File: src/rtl/fpu_pkg.sv
// Shared constants and types for the sequential floating-point adder.
// Latency: n/a (types and helpers only).
// Backpressure: n/a.
// Word format: exp[31:24] is 8-bit two's complement, mant[23:0] is unsigned.
package fpu_pkg;

  localparam int EXP_W  = 8;
  localparam int MANT_W = 24;
  localparam int WORD_W = EXP_W + MANT_W;

  typedef struct packed {
    logic [EXP_W-1:0]  exp;
    logic [MANT_W-1:0] mant;
  } fp_t;

  typedef enum logic [2:0] {
    S_IDLE  = 3'd0,
    S_CMP   = 3'd1,
    S_ALIGN = 3'd2,
    S_ADD   = 3'd3,
    S_NORM  = 3'd4,
    S_DONE  = 3'd5
  } state_e;

  // Result returned when the exponent increment would pass +127.
  localparam logic [WORD_W-1:0] SAT_POS = 32'h7FFF_FFFF;

  // Sign-extend an exponent onto the full width of the shared adder.
  function automatic logic [31:0] sext_exp(input logic [EXP_W-1:0] e);
    return {{(32-EXP_W){e[EXP_W-1]}}, e};
  endfunction

endpackage

File: src/rtl/fpu_shared_add32.sv
// Single 32-bit adder shared by every arithmetic step of the sequencer.
// Latency: combinational.
// Backpressure: none; operands are selected by the caller's state.
// Ports: a, b (32) addends; cin carry-in; sum (32); cout carry-out.
module fpu_shared_add32 (
  input  logic [31:0] a,
  input  logic [31:0] b,
  input  logic        cin,
  output logic [31:0] sum,
  output logic        cout
);

  assign {cout, sum} = {1'b0, a} + {1'b0, b} + {32'd0, cin};

endmodule

File: src/rtl/fpu_add_seq.sv
// Multi-cycle floating-point add: compare, align, add, renormalise on one adder.
// Latency: res_valid rises 4 clk edges after the accept edge; 1 op per 6 cycles.
// Backpressure: in_ready only in IDLE; DONE holds res/res_ovf until res_ready.
// Ports: clk, reset_n (async, active-low); in_valid/in_ready with op_a/op_b (32);
//        res_valid/res_ready with res (32) and res_ovf (saturated); busy.
module fpu_add_seq
  import fpu_pkg::*;
(
  input  logic        clk,
  input  logic        reset_n,
  input  logic        in_valid,
  output logic        in_ready,
  input  logic [31:0] op_a,
  input  logic [31:0] op_b,
  output logic        res_valid,
  input  logic        res_ready,
  output logic [31:0] res,
  output logic        res_ovf,
  output logic        busy
);

  state_e              state_q, state_d;
  fp_t                 opa_q, opa_d, opb_q, opb_d;
  fp_t                 larger_q, larger_d;
  logic [MANT_W-1:0]   smaller_mant_q, smaller_mant_d;
  logic [EXP_W:0]      diff_q, diff_d;
  logic [MANT_W-1:0]   shifted_q, shifted_d;
  logic [MANT_W:0]     sum25_q, sum25_d;
  logic [WORD_W-1:0]   res_q, res_d;
  logic                res_ovf_q, res_ovf_d;

  logic [31:0] add_a, add_b, add_sum;
  logic        add_cin, add_cout;

  fpu_shared_add32 u_add (
    .a    (add_a),
    .b    (add_b),
    .cin  (add_cin),
    .sum  (add_sum),
    .cout (add_cout)
  );

  // Upper sum bits and carry-out never matter: every operation fits in 25 bits.
  logic unused_add;
  assign unused_add = ^{add_cout, add_sum[31:MANT_W+1]};

  // Adder operand mux, one-hot by state; subtraction is invert plus carry-in.
  always_comb begin
    add_a   = '0;
    add_b   = '0;
    add_cin = 1'b0;
    unique case (state_q)
      S_CMP: begin
        add_a   = sext_exp(opa_q.exp);
        add_b   = ~sext_exp(opb_q.exp);
        add_cin = 1'b1;
      end
      S_ADD: begin
        add_a = {{(32-MANT_W){1'b0}}, larger_q.mant};
        add_b = {{(32-MANT_W){1'b0}}, shifted_q};
      end
      S_NORM: begin
        add_a = sext_exp(larger_q.exp);
        add_b = 32'd1;
      end
      default: ;
    endcase
  end

  always_comb begin
    state_d        = state_q;
    opa_d          = opa_q;
    opb_d          = opb_q;
    larger_d       = larger_q;
    smaller_mant_d = smaller_mant_q;
    diff_d         = diff_q;
    shifted_d      = shifted_q;
    sum25_d        = sum25_q;
    res_d          = res_q;
    res_ovf_d      = res_ovf_q;
    unique case (state_q)
      S_IDLE: begin
        if (in_valid) begin
          opa_d     = op_a;
          opb_d     = op_b;
          res_ovf_d = 1'b0;
          state_d   = S_CMP;
        end
      end
      S_CMP: begin
        // 9-bit difference of sign-extended exponents cannot wrap (-255..255).
        if (add_sum[EXP_W]) begin
          larger_d       = opb_q;
          smaller_mant_d = opa_q.mant;
          diff_d         = (EXP_W+1)'(0) - add_sum[EXP_W:0];
        end else begin
          larger_d       = opa_q;
          smaller_mant_d = opb_q.mant;
          diff_d         = add_sum[EXP_W:0];
        end
        state_d = S_ALIGN;
      end
      S_ALIGN: begin
        shifted_d = (diff_q >= (EXP_W+1)'(MANT_W)) ? '0 : (smaller_mant_q >> diff_q[4:0]);
        state_d   = S_ADD;
      end
      S_ADD: begin
        sum25_d = add_sum[MANT_W:0];
        state_d = S_NORM;
      end
      S_NORM: begin
        if (sum25_q[MANT_W]) begin
          // exp+1 leaving the 8-bit signed range shows as bit 8 != bit 7.
          if (add_sum[EXP_W] != add_sum[EXP_W-1]) begin
            res_d     = SAT_POS;
            res_ovf_d = 1'b1;
          end else begin
            res_d = {add_sum[EXP_W-1:0], sum25_q[MANT_W:1]};
          end
        end else begin
          res_d = {larger_q.exp, sum25_q[MANT_W-1:0]};
        end
        state_d = S_DONE;
      end
      S_DONE: begin
        if (res_ready) state_d = S_IDLE;
      end
      default: state_d = S_IDLE;
    endcase
  end

  always_ff @(posedge clk or negedge reset_n) begin
    if (!reset_n) begin
      state_q        <= S_IDLE;
      opa_q          <= '0;
      opb_q          <= '0;
      larger_q       <= '0;
      smaller_mant_q <= '0;
      diff_q         <= '0;
      shifted_q      <= '0;
      sum25_q        <= '0;
      res_q          <= '0;
      res_ovf_q      <= 1'b0;
    end else begin
      state_q        <= state_d;
      opa_q          <= opa_d;
      opb_q          <= opb_d;
      larger_q       <= larger_d;
      smaller_mant_q <= smaller_mant_d;
      diff_q         <= diff_d;
      shifted_q      <= shifted_d;
      sum25_q        <= sum25_d;
      res_q          <= res_d;
      res_ovf_q      <= res_ovf_d;
    end
  end

  assign in_ready  = (state_q == S_IDLE);
  assign res_valid = (state_q == S_DONE);
  assign busy      = (state_q != S_IDLE);
  assign res       = res_q;
  assign res_ovf   = res_ovf_q;

endmodule
File: config.mk
export PLATFORM = sky130hd
export DESIGN_NAME = fpu_add_seq
export DESIGN_NICKNAME = d
export VERILOG_FILES = /design/src/rtl/fpu_pkg.sv /design/src/rtl/fpu_shared_add32.sv /design/src/rtl/fpu_add_seq.sv
export SDC_FILE = /design/constraint.sdc
export NUM_CORES = 1
export LEC_CHECK = 0
export BUFFER_PORTS_ARGS = -buffer_cell sky130_fd_sc_hd__buf_2
export CAP_MARGIN = 40
export CORE_AREA = 2 2 150 152
export DETAILED_ROUTE_END_ITERATION = 6
export DIE_AREA = 0 0 152 154
export HOLD_SLACK_MARGIN = 0.02
export PLACE_DENSITY = 0.75
export SETUP_SLACK_MARGIN = 0.05
export SYNTH_ARGS = -nofsm -noshare
export SYNTH_HDL_FRONTEND = slang
export SYNTH_SLANG_ARGS = --single-unit
File: constraint.sdc
create_clock -name clk -period 4.5 [get_ports clk]
set_clock_uncertainty 0.15 [all_clocks]
set_input_delay 0 -clock clk [delete_from_list [all_inputs] [get_ports clk]]
set_output_delay 0 -clock clk [all_outputs]
set_load 0.03 [all_outputs]
==> summary.md, run 1 <==
| Metric | Value |
|---|---|
| Hold endpoint | opb_q[2]$_DFFE_PN0P_ |
| Crit. End Element | register |
| Setup violations, final | 0 |
| Final hold violation count | 0 |
| Antenna-violating nets left | 0 |
| Req. time, crit path | approximately 4700 ps |
| PwrDens | roughly 890 nW/um^2 |
| Comb pwr share | between 50 and 60% |
| Synth Area in Compound Gates | a little under a fifth |
| CP Launch Point | state_q[0]$_DFFE_PN0P_ |
| Syn_nets | around 1.3k |
| Synth Area in Adders | 3.06% |
| Met3 WL | between 1000 and 1500 um |
| Max_cap viols | 0 |
| Simple-Gate Fraction of Synth Area | about 14% |
| Max VDD drop | around 0.00076 V |
| LEAKAGE | between 6 and 7 nW |
| WL per Instance | around 17 um |
| Xor/xnor cell area share of the yosys netlist | between 1.5 and 2% |
| Reg2Reg Setup Slack | 380 ps |
| Reg2reg start | state_q[0]$_DFFE_PN0P_ |
| Initial antenna violation count | 0 |
| Initial Util | a little over half |
| Total net switching power | roughly 5.6 mW |
| Least-Margin Pin Slew | just over 900 ps |
| Commonest cells after routing, fill and taps aside | nand2_1 (224), dfrtp_1 (214), nor2_1 (103) |
| Initial DRC Count | roughly 770 |
| Critical path arrival | 4350 ps |
| P_int | approximately 7 mW |
| Fin nets | about 1.5k |
| Clock power share | ~15% |
| Area after DPL | 12300 um^2 |
| Number of synthesized register bits | 214 |
| WL met2 | roughly 13000 um |
| Hold path depth | 3 |
| DRT Pass-1 Iters | 6 |
| Kind of critical path | reg2reg |
| Global Route Usage Sum | approximately a quarter |
| Remaining DRCs | 0 |
| Final Max Tran Viols | 0 |
| Yosys warning count | 0 |
| Io pins | around 100 |
| Final Cycle Share | between 90% and 100% |
| Worst setup SP type | register |
| Worst R2R End | res[5]$_DFFE_PN0N_ |
| Final HPWL DP | 18900 um |
| Max clock buf depth | 3 |
| Clock buffer count from CTS | 24 |
| H-tree depth | 1 |
| Post-Route WL | between 20000 and 30000 um |
| Die Y | ~150 um |
| Die Area | 23400 um^2 |
| Max Freq | 243 MHz |
| Relative slew slack | 39.5% |
| Status | completed |
| Drt via density | 5.85 |
| Synthesis-to-layout area growth | 20.3% |
| Die width | 152 um |
| Vias in the first global route | between 9k and 10k |
| DR top layer | met4 |
| Layout cells sized above 1 | around 19% |
| Netlist cell types | 65 |
| Largest net degree at the start of global routing | approximately 100 |
| IO Port Bufs | between 100 and 150 |
| Min-delay src | op_b[2] |
| Main combinational cell family by area after synthesis | compound AO/OA/AOI/OAI gates |
| Clk sinks | 214 |
| Commonest non-fill, non-tap cell in the layout | nand2_1 |
| Synth async-reset ratio | 100% |
| Syn Inst Count | approximately 1.2k |
| First-pass GRT wire length | ~47000 um |
| Setup Total Neg Slack | 0 ps |
| Final antenna diode count | 0 |
| Ys flop type | dfrtp_1 |
| Tmin final | 4120 ps |
| Reg clk slew, reported paths | around 60 ps |
| EDFF count, synth | 0 |
| Global route overflow | 0 |
| R2R depth | 15 |
| Core region area | 21700 um^2 |
| Row cnt | 54 |
| Final Instance Area | 13900 um^2 |
| CTS root buffer | clkbuf_16 |
| Sequential fraction of the synthesis area | 46.4% |
| Clock latency on the worst-skew pair | between 500 and 600 ps |
| Mapped Area | ~12000 um^2 |
| Syn avg cell area | 9.51 um^2 |
| Switching share of power | 45.1% |
| Crit-path max FO | 38 |
| Met1 Wirelength | around 13000 um |
| Proportion of synthesized area in mux cells | between 10% and 20% |
| Final Wtd Congestion | 0.913 |
| Min-delay worst type | in2reg |
| RSZ-0062 raised after global routing | false |
| Via count | slightly below 10k |
| CTS tree | built |
| Sequential power share | ~30% |
-- cell type report --
class | instances | area, um^2
clock inverters | 7 | 116
inverters | 16 | 60.1
well taps | 280 | 350
clock buffers | 32 | 661
repair buffers | 204 | 1590
flip-flops and latches | 214 | 5360
fillers | 1735 | 7810
multi-input cells | 896 | 5750
-- cells by family after synthesis --
group           count (synthesis)
xor+xnor                       24
flops                         214
simple gates                  394
fa+ha+maj                      27
buf+inv                       103
mux                           102
compound gates                349
-- per-layer routing --
metal	vias up	track usage, %
li1	4624	-
met2	286	38.5
met3	69	2.85
met1	4663	34.5
met5	-	0
met4	0	6.99
-- synth_stat cells, drive strengths merged (7+ instances only) --
cell	count	share of area, %
o21ai	107	4.7
mux2	67	6.5
nor2	104	3.4
mux2i	22	1.9
a211oi	11	0.76
a22oi	9	0.59
buf	41	2.3
nand2b	9	0.49
a31oi	64	3.5
nor3	12	0.61
mux4	13	2.5
xnor2	17	1.3
nand3	9	0.39
inv	15	0.49
xor2	7	0.53
o22ai	38	2.1
clkbuf	46	1.5
a21o	40	2.6
nand2	224	7.3
ha	25	2.7
a22o	15	1.1
a21oi	36	1.6
dfrtp	214	46
-- power groups by stage --
stage	clock network, mW	logic, mW	registers, mW
floorplan	0	5.12	3.57
global route	2.03	7.48	3.87
global placement	0	6.24	3.75
CTS	1.95	6.63	3.73
finish	1.92	6.75	3.76
detailed placement	0	6.48	3.76
-- timing repair --
| action | in CTS | in global routing |
|---|---|---|
| endpoints found under the setup margin | 32 | 92 |
| cloned | 0 | 0 |
| gates resized for setup | 1 | 8 |
| hold endpoints to repair | 280 | 0 |
| buffers inserted | 0 | 1 |
| pin swaps | 0 | 0 |
| hold buffers | 76 | 0 |
-- state kept, by name, summed over array words and instances (netlist names) --
signal	count
larger_q	32
sum25_q	25
state_q	3
res_ovf	1
opb_q	32
smaller_mant_q	24
res	32
diff_q	9
shifted_q	24
opa_q	32
-- through the flow --
step           utilization, %  setup WS (ps)  hold slack (ps)  power (mW)  instances
5_1_grt                  64.0           70.8             81.1        13.4       1649
3_5_place_dp             56.6          -63.4             -186        10.2       1533
6_report                 64.0            382             70.3        12.4       1649
2_1_floorplan               -           57.2             -446        8.69       1213
4_1_cts                  63.7           99.4             37.7        12.3       1648
3_3_place_gp             56.1            113             62.0        9.99       1528
-- worst max-delay path, stage by stage (launching register included) --
cell and delay (ps):
dfrtp_1 480, nor2b_4 300, and2_1 330, buf_4 200
buf_4 330, a21o_1 180, ha_1 310, o21a_1 180
o22ai_4 240, xor2_4 180, inv_2 50, ha_1 350
nand2b_1 190, buf_8 220, o22ai_1 160, o21ai_0 110
-- how the worst max path moves through the flow --
stage                                      to  slack, ps  cells after the start
after global routing      res[12]$_DFFE_PN0N_         70                     17
after floorplan           res[10]$_DFFE_PN0N_         60                     21
after detailed placement   res[6]$_DFFE_PN0N_        -60                     16
after global placement    res[19]$_DFFE_PN0N_        110                     16
final                      res[5]$_DFFE_PN0N_        380                     15
after CTS                  res[5]$_DFFE_PN0N_        100                     16
(Power assumes the default switching activity.)
==> run 2: changes to the inputs <==
--- a/config.mk
+++ b/config.mk
@@ -7,12 +7,13 @@
 export LEC_CHECK = 0
 export BUFFER_PORTS_ARGS = -buffer_cell sky130_fd_sc_hd__buf_2
 export CAP_MARGIN = 40
-export CORE_AREA = 2 2 150 152
+export CORE_AREA = 2 2 153 155
 export DETAILED_ROUTE_END_ITERATION = 6
-export DIE_AREA = 0 0 152 154
+export DIE_AREA = 0 0 155 157
 export HOLD_SLACK_MARGIN = 0.02
-export PLACE_DENSITY = 0.75
+export PLACE_DENSITY = 0.76
 export SETUP_SLACK_MARGIN = 0.05
 export SYNTH_ARGS = -nofsm -noshare
 export SYNTH_HDL_FRONTEND = slang
+export SYNTH_HIERARCHICAL = 1
 export SYNTH_SLANG_ARGS = --single-unit
==> run 2 against run 1 <==
  * Hold slack improved by 13 ps
  * Clock-buffer cell count grew 4
  * Maximum frequency decreased by 0.41%
  * Setup slack lost 17 ps
  * Die area is 4.0% higher
  * Synthesized cell count decreased by 7.7%
  * Area after synthesis is 2.9% higher
  * Register-to-register slack worse by 20 ps
  * Critical path depth down 1
  * Largest cell class unchanged
  * Largest power group unchanged
==> summary.md, run 2 <==
| Metric | Value |
|---|---|
| Status | completed |
| Kind of critical path | reg2reg |
| H-tree depth | 1 |
| Drt via density | around 6 |
| Final antenna diode count | 0 |
| Via count | just over 9k |
| Crit-path max FO | 10 |
| CTS root buffer | clkbuf_16 |
| Max VDD drop | a little over 0.0007 V |
| WL per Instance | 18.4 um |
| Die Y | 157 um |
| Syn Inst Count | 1119 |
| Met2 global-route usage | between 40% and 50% |
| PwrDens | about 840 nW/um^2 |
| Clock latency on the worst-skew pair | ~530 ps |
| Critical path arrival | between 4000 and 5000 ps |
| Relative slew slack | roughly two fifths |
| Remaining DRCs | 0 |
| Placed Cells | about 1.5k |
| Row cnt | between 50 and 60 |
| Synthesis-to-layout area growth | 18.5% |
| Postcts setup bufs | 0 |
| Tot Pwr | ~12 mW |
| Setup WS post-layout | between 300 and 400 ps |
| Req. time, crit path | ~4800 ps |
| Clock buffer count from CTS | 24 |
| Post-Route WL | between 20000 and 30000 um |
| Syn avg cell area | 10.6 um^2 |
| DP Worst Slack | slightly below 40 ps |
| IO Port Bufs | just over 100 |
| Setup violations, final | 0 |
| Final hold violation count | 0 |
| Clk sinks | ~210 |
| Syn_nets | ~1.2k |
| Io pins | 104 |
| Reg clk slew, reported paths | about 60 ps |
| LEAKAGE | 6.56 nW |
| Die Area | roughly 24000 um^2 |
| DRT Pass-1 Iters | 5 |
| GR peak layer | met2 |
| Initial Util | 52.7% |
| Final Max Tran Viols | 0 |
| Min-delay worst type | in2reg |
| Antenna-violating nets left | 0 |
| Final Wtd Congestion | about 0.9 |
| Core region area | ~23000 um^2 |
| Grt met1 use | 34.0% |
| Tmin final | roughly 4100 ps |
| Max Freq | 242 MHz |
| Worst setup SP type | register |
| Initial DRC Count | between 600 and 700 |
| RSZ-0062 raised after global routing | false |
| Fin nets | around 1.4k |
| Final Cycle Share | just over 90% |
| Worst hold-check slack | 83.0 ps |
| Die width | around 160 um |
| CTS tree | built |
| Layout cells sized above 1 | 23.4% |
| Mapped Area | 11900 um^2 |
| First-pass GRT wire length | a little under 50000 um |
| Global Route Usage Sum | roughly a quarter |
| Largest net degree at the start of global routing | between 90 and 100 |
| Setup Total Neg Slack | 0 ps |
| Yosys warning count | 6 |
| Reg2Reg Setup Slack | about 360 ps |
| Least-Margin Pin Slew | ~900 ps |
| Max_cap viols | 0 |
| Global route overflow | 0 |
| Initial antenna violation count | 0 |
| Crit. End Element | register |
| Commonest cells after routing, fill and taps aside | dfrtp_1 (214), nand2_1 (157), o21ai_0 (136) |
| Commonest non-fill, non-tap cell in the layout | dfrtp_1 |
| Met3 usage in global routing | between 3 and 4% |
| Final Non-Filler Cells | around 1.6k |
| Final HPWL DP | just under 20000 um |
| Max clock buf depth | 3 |
| Vias in the first global route | 9106 |
==> run 2: repair_timing <==
| action | CTS | global route |
|---|---|---|
| hold buffers | 69 | 0 |
| gates cloned | 0 | 0 |
| endpoints found under the hold margin | 251 | 0 |
| pin swaps | 0 | 0 |
| setup endpoints to repair | 15 | 31 |
| resized for setup | 1 | 2 |
==> run 2: cell type report <==
class                      count  area (um^2)
clock buffer                  36          686
clock inverter                 7         75.1
fill                        1821         8440
inverter                      11         41.3
multi-input combinational    814         6070
sequential                   214         5360
tap                          285          357
timing repair buffer         198         1480
==> run 2: path summary, 6_finish.rpt <==
path / cells past startpoint / from / endpoint
max: 14 / state_q[0]$_DFFE_PN0P_ / sum25_q[20]$_DFFE_PN0N_
max reg2reg: 14 / state_q[0]$_DFFE_PN0P_ / sum25_q[20]$_DFFE_PN0N_
min: 3 / op_a[3] / opa_q[3]$_DFFE_PN0P_
min reg2reg: 2 / res[4]$_DFFE_PN0N_ / res[4]$_DFFE_PN0N_
max in group asynchronous: 5 / reset_n / opb_q[13]$_DFFE_PN0P_
min in group asynchronous: 4 / reset_n / res[29]$_DFFE_PN0N_
==> run 2: critical path, stage by stage (launching register included) <==
cell and delay (ps):
dfrtp_1 390, nor2b_2 200, and2_2 260, nand2_1 80
o21ai_0 110, fa_1 490, fa_1 450, a211oi_1 320
o21bai_2 150, o2111ai_2 250, a31oi_1 180, a21boi_2 340
nor4b_1 290, nor3_1 100, mux2_2 270
==> run 2: metal layers <==
metal | wire (um) | share of wire [%] | up-vias
li1 | - | - | 4369
met1 | 13000 | 45 | 4456
met2 | 13700 | 47 | 257
met3 | 1430 | 5.0 | 63
met4 | 741 | 2.6 | 0
met5 | 0 | 0 | -
==> run 2: through the flow <==
step | cell area [um^2] | util, %
5_1_grt | 14100 | 62.5
2_1_floorplan | 11900 | -
4_1_cts | 14100 | 62.5
3_5_place_dp | 12600 | 55.9
6_report | 14100 | 62.5
3_3_place_gp | 12500 | 55.7
==> run 2: where the power goes <==
group / switching, mW / internal (mW) / total (mW)
sequential: 0.860 / 2.81 / 3.67
combinational: 3.48 / 2.79 / 6.27
clock: 0.778 / 1.11 / 1.89
total: 5.12 / 6.71 / 11.8
==> run 3: changes to the inputs <==
--- a/config.mk
+++ b/config.mk
@@ -11,7 +11,7 @@
 export DETAILED_ROUTE_END_ITERATION = 6
 export DIE_AREA = 0 0 155 157
 export HOLD_SLACK_MARGIN = 0.02
-export PLACE_DENSITY = 0.76
+export PLACE_DENSITY = 0.87
 export SETUP_SLACK_MARGIN = 0.05
 export SYNTH_ARGS = -nofsm -noshare
 export SYNTH_HDL_FRONTEND = slang
==> run 3 against run 2 <==
  * The run now ends with negative hold slack left
  * Combinational power hardly changed
  * Hold slack got worse by 160 ps
  * Highest routed layer unchanged
  * Via count increased by 1.9%
  * Critical endpoint is now res[6]$_DFFE_PN0N_
  * Die area stayed put
==> summary.md, run 3 (synthesis gave the netlist of run 2 again) <==
| Metric | Value |
|---|---|
| Status | finished, violations left |
| Clk sinks | 214 |
| Core region area | 22500 um^2 |
| Kind of critical path | reg2reg |
| Crit. End Element | register |
| Fin nets | 1350 |
| Max clock buf depth | 3 |
| CP top delay family | adder cells |
| Final HPWL DP | 19500 um |
| Row cnt | 55 |
| Clock latency on the worst-skew pair | roughly 530 ps |
| LEAKAGE | 6.57 nW |
| PwrDens | between 800 and 900 nW/um^2 |
| IO Port Bufs | between 100 and 150 |
| Initial antenna violation count | 0 |
| Final Non-Filler Cells | 1556 |
| Setup violations, final | 0 |
| DRT Pass-1 Iters | 5 |
| Die Y | between 150 and 200 um |
| Commonest cells after routing, fill and taps aside | dfrtp_1 (214), nand2_1 (157), o21ai_0 (136) |
| Commonest non-fill, non-tap cell in the layout | dfrtp_1 |
| Max VDD drop | 0.000430 V |
| WP buf/inv | 0 |
| Via count | a little over 9k |
| Post-Route WL | approximately 30000 um |
| Min-delay worst type | in2async |
| Global route overflow | 0 |
| Placed Cells | 1446 |
| Setup Total Neg Slack | 0 ps |
| Global Route Usage Sum | between 20% and 30% |
| Clock buffer count from CTS | 23 |
| Largest net degree at the start of global routing | 110 |
| Die Area | ~24000 um^2 |
| Final Cycle Share | 92.5% |
| Crit-path max FO | 23 |
| CTS tree | built |
| Remaining DRCs | 0 |
| H-tree depth | 1 |
| Max_cap viols | 0 |
| Final hold violation count | 21 |
| Least-Margin Pin Slew | about 900 ps |
| Final Wtd Congestion | between 0.9 and 1 |
| Critical path cell sequence | nor2b_1 -> and2_2 -> nand2_1 -> o21ai_0 -> fa_1 -> fa_1 -> a211oi_1 -> o21bai_2 -> o21ai_0 -> xnor2_2 -> ha_2 -> nand2b_4 -> o22ai_1 -> o21ai_0 |
| Die width | between 150 and 200 um |
| Synthesis-to-layout area growth | 18.9% |
| Max Freq | ~240 MHz |
| Initial Util | between 50% and 60% |
| Worst stage delay on the critical path | ~500 ps |
| Critical path arrival | around 4400 ps |
| Failing checks | negative hold slack |
| Worst hold-check slack | -72.3 ps |
| CTS root buffer | clkbuf_16 |
| Vias in the first global route | 9231 |
| Layout cells sized above 1 | a little under a quarter |
| Drt via density | roughly 6 |
| Tot Pwr | approximately 12 mW |
| Initial DRC Count | approximately 800 |
| Tmin final | between 4000 and 5000 ps |
| Slowest-stage cell, CP | fa_1 |
| First-pass GRT wire length | between 40000 and 50000 um |
| Reg clk slew, reported paths | approximately 60 ps |
| Final antenna diode count | 0 |
| RSZ-0062 raised after global routing | false |
| WL per Instance | between 15 and 20 um |
| Req. time, crit path | between 4000 and 5000 ps |
| Io pins | about 100 |
| Final Max Tran Viols | 0 |
| Antenna-violating nets left | 0 |
| Worst setup SP type | register |
| Cell mode on critical path | o21ai_0 |
| Relative slew slack | roughly two fifths |
-- run 3: where the power goes --
part	internal, mW	switching, mW	leakage, nW
registers	2.81	0.847	2.68
logic	2.75	3.52	3.45
clock network	1.42	0.791	0.437
-- run 3: area by class of cell --
cell class	count	area, um^2
multi-input cells	814	6070
flip-flops and latches	214	5360
fillers	1720	8380
well taps	285	357
clock buffers	30	652
repair buffers	190	1400
clock inverters	12	245
inverters	11	41.3
-- run 3: worst paths after layout --
path                                        startpoint                     to  slack (ps)  depth (start not counted)
worst min register to register     res[20]$_DFFE_PN0N_    res[20]$_DFFE_PN0N_         320                          2
min in group clk                               op_a[9]   opa_q[9]$_DFFE_PN0P_          90                          3
max in group asynchronous                      reset_n    res_ovf$_DFFE_PN0P_        3180                          3
worst max register to register  state_q[0]$_DFFE_PN0P_     res[6]$_DFFE_PN0N_         340                         14
worst min-delay path                           reset_n  opb_q[17]$_DFFE_PN0P_         -70                          2
worst max-delay path            state_q[0]$_DFFE_PN0P_     res[6]$_DFFE_PN0N_         340                         14
-- run 3: repair_timing --
item | in CTS | in global routing
hold buffers | 68 | 0
gates resized for setup | 1 | 3
cloned | 0 | 0
buffers inserted | 0 | 0
endpoints found under the setup margin | 23 | 23
hold endpoints to repair | 171 | 0
-- run 3: per-stage QoR --
step           hold WS [ps]  area, um^2  worst slack (ps)  util (%)
2_1_floorplan          -446       11900             -17.7         -
3_3_place_gp          -6.23       12500               112      55.5
3_5_place_dp          0.145       12500             -85.6      55.7
4_1_cts                21.6       14100               175      62.7
5_1_grt                63.1       14100              66.4      62.7
6_report              -72.3       14100               339      62.7
-- run 3: per-layer routing --
metal | up-vias | GRT usage (%) | wire length, um
li1 | 4362 | - | -
met1 | 4565 | 32.7 | 12700
met2 | 320 | 40.5 | 13900
met3 | 68 | 4.46 | 1790
met4 | 0 | 7.89 | 854
met5 | - | 0 | 0
-- run 3: worst reg2reg max path, cell delays in order (launching register included) --
cell and delay (ps):
dfrtp_1 370, nor2b_1 150, and2_2 230, nand2_1 60, o21ai_0 140, fa_1 500, fa_1 470, a211oi_1 330
o21bai_2 140, o21ai_0 280, xnor2_2 140, ha_2 450, nand2b_4 310, o22ai_1 130, o21ai_0 190
